`config.mk`:
```
export PLATFORM = sky130hd
export DESIGN_NAME = regfile_write_arbiter
export DESIGN_NICKNAME = d
export VERILOG_FILES = /design/src/rtl/regfile_write_arbiter.sv
export SDC_FILE = /design/constraint.sdc
export NUM_CORES = 1
export LEC_CHECK = 0
export BUFFER_PORTS_ARGS = -buffer_cell sky130_fd_sc_hd__buf_2
export CAP_MARGIN = 10
export CORE_MARGIN = 3
export CORE_UTILIZATION = 50
export DETAILED_ROUTE_END_ITERATION = 12
export PLACE_DENSITY = 0.82
export SLEW_MARGIN = 20
export SYNTH_ARGS = -nofsm -noshare
export SYNTH_HDL_FRONTEND = slang
export SYNTH_SLANG_ARGS = --single-unit
```
`constraint.sdc`:
```
create_clock -name clk -period 4.97 [get_ports clk]
set_input_delay 1.491 -clock clk [delete_from_list [all_inputs] [get_ports clk]]
set_output_delay 1.491 -clock clk [all_outputs]
set_load 0.02 [all_outputs]
```
`src/rtl/regfile_write_arbiter.sv`:
```
// Write-port arbiter for the register file: pipeline writeback (A) has fixed priority over the MDU (B),
// with a starvation guard for B and a busy scoreboard of MDU destinations for decode hazard detection.
module regfile_write_arbiter #(
    parameter int unsigned DW           = 32,
    parameter int unsigned AW           = 5,
    parameter int unsigned STARVE_LIMIT = 4
) (
    input  logic          clk,
    input  logic          rst_n,
    input  logic          a_valid,
    input  logic [AW-1:0] a_reg,
    input  logic [DW-1:0] a_data,
    output logic          a_ready,
    input  logic          b_valid,
    input  logic [AW-1:0] b_reg,
    input  logic [DW-1:0] b_data,
    output logic          b_ready,
    input  logic          issue_valid,
    input  logic [AW-1:0] issue_reg,
    output logic          issue_ready,
    input  logic [AW-1:0] rs_check,
    input  logic [AW-1:0] rt_check,
    output logic          hazard_stall,
    output logic [AW-1:0] Write_register,
    output logic [DW-1:0] Write_data,
    output logic          RegWrite,
    output logic          sb_error
);

    localparam int unsigned NREG = 1 << AW;
    localparam int unsigned CW   = 4;
    localparam logic [CW-1:0] STARVE_MAX = CW'(STARVE_LIMIT);

    logic [CW-1:0]   starve_cnt;
    logic [CW-1:0]   starve_cnt_nxt;
    logic [NREG-1:0] busy;
    logic [NREG-1:0] busy_nxt;
    logic            sb_error_nxt;
    logic            b_xfer_nz;

    // Grant and write-port mux; B wins only once it has waited STARVE_LIMIT cycles.
    always_comb begin
        a_ready        = a_valid && !(b_valid && (starve_cnt == STARVE_MAX));
        b_ready        = b_valid && !a_ready;
        Write_register = '0;
        Write_data     = '0;
        if (a_ready) begin
            Write_register = a_reg;
            Write_data     = a_data;
        end else if (b_ready) begin
            Write_register = b_reg;
            Write_data     = b_data;
        end
        RegWrite = (a_ready || b_ready) && (Write_register != '0);
    end

    always_comb begin
        issue_ready  = !busy[issue_reg] || (issue_reg == '0);
        hazard_stall = busy[rs_check] || busy[rt_check];
    end

    // Next-state for starvation counter, scoreboard and sticky error; issue set is applied after B clear.
    always_comb begin
        starve_cnt_nxt = starve_cnt;
        busy_nxt       = busy;
        sb_error_nxt   = sb_error;
        b_xfer_nz      = b_ready && (b_reg != '0);

        if (!b_valid || b_ready) begin
            starve_cnt_nxt = '0;
        end else if (starve_cnt != STARVE_MAX) begin
            starve_cnt_nxt = starve_cnt + CW'(1);
        end

        if (b_xfer_nz) begin
            busy_nxt[b_reg] = 1'b0;
            if (!busy[b_reg]) begin
                sb_error_nxt = 1'b1;
            end
        end
        if (issue_valid && issue_ready && (issue_reg != '0)) begin
            busy_nxt[issue_reg] = 1'b1;
        end
        busy_nxt[0] = 1'b0;
    end

    always_ff @(posedge clk or negedge rst_n) begin
        if (!rst_n) begin
            starve_cnt <= '0;
            busy       <= '0;
            sb_error   <= 1'b0;
        end else begin
            starve_cnt <= starve_cnt_nxt;
            busy       <= busy_nxt;
            sb_error   <= sb_error_nxt;
        end
    end

endmodule

```
==> impl_metrics.tcl, run 1 <==
set metrics [dict create \
    status "complete, no violations" \
    grt_max_degree 37 \
    ir_worst_vdd_v 0.000136 \
    p_per_area_nw_per_um2 296 \
    end_kind "primary output" \
    clock_sinks 36 \
    dp_hpwl_um 9030 \
    finalHoldViolCount 0 \
    num_io_pins 137 \
    first_iter_violations 519 \
    slew_headroom 0.447 \
    critPathKind "in2out" \
    hold_path_depth 1 \
    coreArea_um2 6420 \
    syn-num-nets 498 \
    area_delta_synth_final_pct 23.9 \
    tightest_slew_ns 0.829 \
    max_freq_mhz 213 \
    synth-edff-count 0 \
    nFillCells 544 \
    r2r-start "busy[23]$_DFF_PN0_" \
    cts.hold.buffers_added 0 \
    synthCells 402 \
    numCtsBuffers 5 \
    clock_skew_ns 0.00607 \
    mostFrequentLayoutCell "buf_2" \
    drtPass1Iterations 7 \
    placed_cell_area_um2 4060 \
    start_kind "primary input" \
    rows 29 \
    synth-async-reset-ratio 1.00 \
    clk_path_buf_depth 2 \
    power_leakage_nw 1.98 \
    cts_tree "done" \
    ys_warn_count 0 \
    grt_antenna_before_repair 0 \
    slew_viol_final 0 \
    grt_pass1_vias 3492 \
    globalRouteOverflowTotal 0 \
    drt_wl_total_um 11900 \
    vias 3835 \
    die_width_um 88.1 \
    fin_crit_sh 0.945 \
    design_area_um2 4170 \
    post_cts_buffers 0 \
    ys_seq_elements 36 \
    worstPathArrival_ns 3.20 \
    worst_r2r_path_depth 5 \
    maxCapViolCount 0 \
    final_antenna_net_count 0 \
    crit_required_ns 3.48 \
    path_clk_slew_ns 0.07 \
    netlist_area_um2 3370 \
    die_area_um2 7750 \
    synth_cell_types 46 \
    clk_latency_ns 0.29 \
    initial_core_util 0.524 \
    grt_usage 0.301 \
    period_needed_ns 4.70 \
    setup_violations 0 \
    rsz0062_at_grt "false" \
    cts-htree-levels 2 \
    cp_max_fo 7 \
    antenna_cells 0 \
    layout-drive-gt1-share 0.364 \
    final_cell_mix "buf_2, nand2_1, nand3_1" \
    cts_resized 0 \
    wl_per_cell_um 19.9 \
    synth_ff_type "dfrtp_1" \
    synth-seq-area-share 0.268 \
    io_buffers 136 \
    nets 617 \
    die_h_um 88.1 \
    place_congestion 0.975 \
    grt_first_pass_wirelength_um 17800 \
    hold_start "starve_cnt[0]$_DFFE_PN0P_" \
    cts_root_buf "clkbuf_8" \
    via_per_inst 6.40 \
    crit_start "rt_check[2]" \
    hp-class "reg2reg" \
    setup_tns_ns 0 \
    fin_cells 599 \
    synth.avg_cell_area_um2 8.38 \
    post-place-cells 591 \
    drc_errors 0 \
]
==> worst paths after layout <==
kind / endpoint / slack (ns)
worst min register to register: starve_cnt[0]$_DFFE_PN0P_ / 0.49
worst min-delay path: starve_cnt[0]$_DFFE_PN0P_ / 0.49
min in group asynchronous: busy[13]$_DFF_PN0_ / 1.29
max in group asynchronous: busy[17]$_DFF_PN0_ / 3.15
worst max register to register: busy[23]$_DFF_PN0_ / 2.90
worst max-delay path: hazard_stall / 0.27
==> report_power, final <==
group	switching, mW	internal, mW
logic	0.240	0.243
clock network	0.111	0.148
registers	0.126	0.363
==> routing by layer <==
| metal | track usage | routed length, um | vias up |
|---|---|---|---|
| met2 | 0.451 | 5600 | 286 |
| met4 | 0.143 | 524 | 0 |
| li1 | - | - | 1710 |
| met5 | 0 | 0 | - |
| met3 | 0.0640 | 1270 | 55 |
| met1 | 0.418 | 4500 | 1784 |
==> metrics by stage <==
step | hold WS [ns] | utilization | power (mW) | setup slack (ns)
6_report | 0.489 | 0.649 | 1.23 | 0.275
4_1_cts | 0.488 | 0.649 | 1.22 | 0.285
5_1_grt | 0.513 | 0.649 | 1.29 | 0.220
3_5_place_dp | 0.476 | 0.632 | 0.961 | 0.286
2_1_floorplan | 0.451 | - | 0.774 | 0.368
3_3_place_gp | 0.472 | 0.632 | 0.942 | 0.353
==> sequential cells by signal, summed over array words and instances, names as in the netlist <==
name / count
busy: 31
sb_error: 1
starve_cnt: 4
==> cell families after synthesis <==
family / synth area share
adders and majority gates: 0.00743
muxes: 0.219
DFF: 0.268
AOI/OAI and AO/OA: 0.168
and+or+nand+nor: 0.282
xor gates and xnor gates: 0.00520
buffers and inverters: 0.0509
==> cell usage after synthesis (4+ instances only) <==
| master | count | area, um^2 |
|---|---|---|
| buf_2 | 10 | 50.1 |
| o21ai_0 | 35 | 175 |
| nand2b_1 | 6 | 37.5 |
| o21ai_2 | 8 | 70.1 |
| nand2_1 | 109 | 409 |
| a22o_1 | 10 | 87.6 |
| inv_1 | 9 | 33.8 |
| mux4_2 | 27 | 608 |
| buf_1 | 5 | 18.8 |
| mux2i_1 | 13 | 130 |
| nand3_1 | 42 | 210 |
| nand3b_1 | 4 | 30.0 |
| o31ai_1 | 6 | 45.0 |
| dfrtp_1 | 36 | 901 |
| o211ai_1 | 4 | 30.0 |
| nor2b_1 | 6 | 37.5 |
| clkbuf_1 | 14 | 52.6 |
| nor2_1 | 8 | 30.0 |
==> critical path, cell delays in order <==
cell and delay [ns]:
buf_2 0.19, mux4_2 0.53, mux2i_1 0.20, o311ai_0 0.14
or4_1 0.48, buf_2 0.17
==> layout make-up <==
class	count	area, um^2	share of cell area
flip-flops and latches	36	901	0.216
clock inverters	3	42.5	0.0102
clock buffers	5	68.8	0.0165
repair buffers	143	733	0.176
well taps	77	96.3	0.0231
inverters	9	33.8	0.00810
multi-input cells	326	2290	0.550
Note: power is estimated with default switching activity, not from simulation.
==> run 2: changes to the inputs <==
--- a/config.mk
+++ b/config.mk
@@ -11,6 +11,7 @@
 export CORE_UTILIZATION = 50
 export DETAILED_ROUTE_END_ITERATION = 12
 export PLACE_DENSITY = 0.82
+export RECOVER_POWER = 25
 export SLEW_MARGIN = 20
 export SYNTH_ARGS = -nofsm -noshare
 export SYNTH_HDL_FRONTEND = slang
==> run 2 against run 1 <==
The flow now finishes with violations (capacitance limit, slew limit). Cell count stayed put. Global-route usage unchanged. Clock power is essentially flat. Die area unchanged. Power about the same.
==> impl_metrics.tcl, run 2 (same netlist as run 1, synthesis figures left out) <==
set metrics [dict create \
    status "finished, violations left" \
    failed_checks "capacitance limit, slew limit" \
    multiInputGateArea_um2 2290 \
    clk_path_buf_depth 2 \
    cts_resized 0 \
    numCtsBuffers 5 \
    drtPass1Iterations 6 \
    maxCapViolCount 1 \
    dp_hpwl_um 9030 \
    ir_worst_vdd_v 0.000136 \
    layout-drive-gt1-share 0.362 \
    tightest_slew_ns 1.98 \
    initial_core_util 0.524 \
    post_cts_buffers 0 \
    path_clk_slew_ns 0.07 \
    nets 617 \
    cts-htree-levels 2 \
    critPathKind "in2out" \
    grt_pass1_vias 3492 \
    die_width_um 88.1 \
    critPathSlowestCell "mux4_2" \
    die_h_um 88.1 \
    drc_errors 0 \
    end_kind "primary output" \
    finalHoldViolCount 0 \
    coreArea_um2 6420 \
    critPathBufInv 2 \
    wl_per_cell_um 19.9 \
    io_buffers 136 \
    clock_skew_ns 0.00708 \
    rsz0062_at_grt "false" \
    grt_first_pass_wirelength_um 17800 \
    critPathMaxStageDelay_ns 0.53 \
    cts_root_buf "clkbuf_8" \
    p_per_area_nw_per_um2 296 \
    final_cell_mix "buf_2, nand2_1, nand3_1" \
    final_antenna_net_count 0 \
    mostFrequentLayoutCell "buf_2" \
    die_area_um2 7750 \
    clock_sinks 36 \
    post-place-cells 591 \
    cp_max_fo 7 \
    globalRouteOverflowTotal 0 \
    cpLargestDelayFamily "multiplexers" \
    place_congestion 0.975 \
    rows 29 \
    via_per_inst 6.43 \
    worstPathArrival_ns 3.20 \
    cpMostUsedCell "buf_2" \
    seq_area_um2 901 \
    fin_crit_sh 0.945 \
    grt_antenna_before_repair 0 \
    crit_required_ns 3.48 \
    antenna_cells 0 \
    crit_chain "buf_2 -> mux4_2 -> mux2i_1 -> o311ai_0 -> or4_1 -> buf_2" \
    nFillCells 545 \
    period_needed_ns 4.69 \
    cts.hold.buffers_added 0 \
    reg.largest.list "busy (31), starve_cnt (4), sb_error (1)" \
    hp-class "reg2reg" \
    cts_tree "done" \
    max_freq_mhz 213 \
    area_delta_synth_final_pct 23.8 \
    setup_tns_ns 0 \
    largest_register_ffs 31 \
    drt_wl_total_um 11900 \
    clk_latency_ns 0.29 \
    slew_headroom -0.319 \
    power_leakage_nw 1.98 \
    setup_violations 0 \
    vias 3850 \
    first_iter_violations 519 \
    grt_usage 0.301 \
    grt_max_degree 37 \
    num_io_pins 137 \
    fin_cells 599 \
    start_kind "primary input" \
    regMostFlops "busy" \
    slew_viol_final 37 \
]
## run 2: final timing paths
kind,startpoint,to,slack [ns],depth (start not counted)
min in group asynchronous,rst_n,busy[13]$_DFF_PN0_,1.75,1
min reg2reg,starve_cnt[0]$_DFFE_PN0P_,starve_cnt[0]$_DFFE_PN0P_,0.49,1
max reg2reg,busy[23]$_DFF_PN0_,busy[23]$_DFF_PN0_,2.91,5
max in group asynchronous,rst_n,busy[17]$_DFF_PN0_,2.08,1
max,rt_check[2],hazard_stall,0.28,6
min,starve_cnt[0]$_DFFE_PN0P_,starve_cnt[0]$_DFFE_PN0P_,0.49,1
## run 2: power breakdown
group	total (mW)	switching [mW]	internal (mW)
Clock	0.260	0.112	0.148
Sequential	0.490	0.127	0.363
Combinational	0.483	0.240	0.243
Total	1.23	0.478	0.754
## run 2: layout make-up
| cell class | count | share of cell area |
|---|---|---|
| Multi-Input combinational cell | 326 | 0.550 |
| Sequential cell | 36 | 0.216 |
| Timing Repair Buffer | 143 | 0.176 |
| Tap cell | 77 | 0.0231 |
| Clock buffer | 5 | 0.0165 |
| Clock inverter | 3 | 0.0102 |
| Inverter | 9 | 0.00810 |
## run 2: per-layer routing
layer,vias up,share of wire,track usage
met1,1784,0.38,0.418
li1,1712,-,-
met4,0,0.048,0.143
met2,285,0.47,0.451
met5,-,0,0
met3,69,0.10,0.0640
## run 2: per-stage QoR
step	area (um^2)	utilization	worst slack [ns]	power, mW	hold WS, ns
after floorplan	3370	-	0.368	0.774	0.451
after global placement	4060	0.632	0.353	0.942	0.472
after detailed placement	4060	0.632	0.286	0.961	0.476
after CTS	4170	0.649	0.285	1.22	0.488
after global routing	4170	0.649	0.220	1.29	0.513
final	4170	0.649	0.276	1.23	0.489
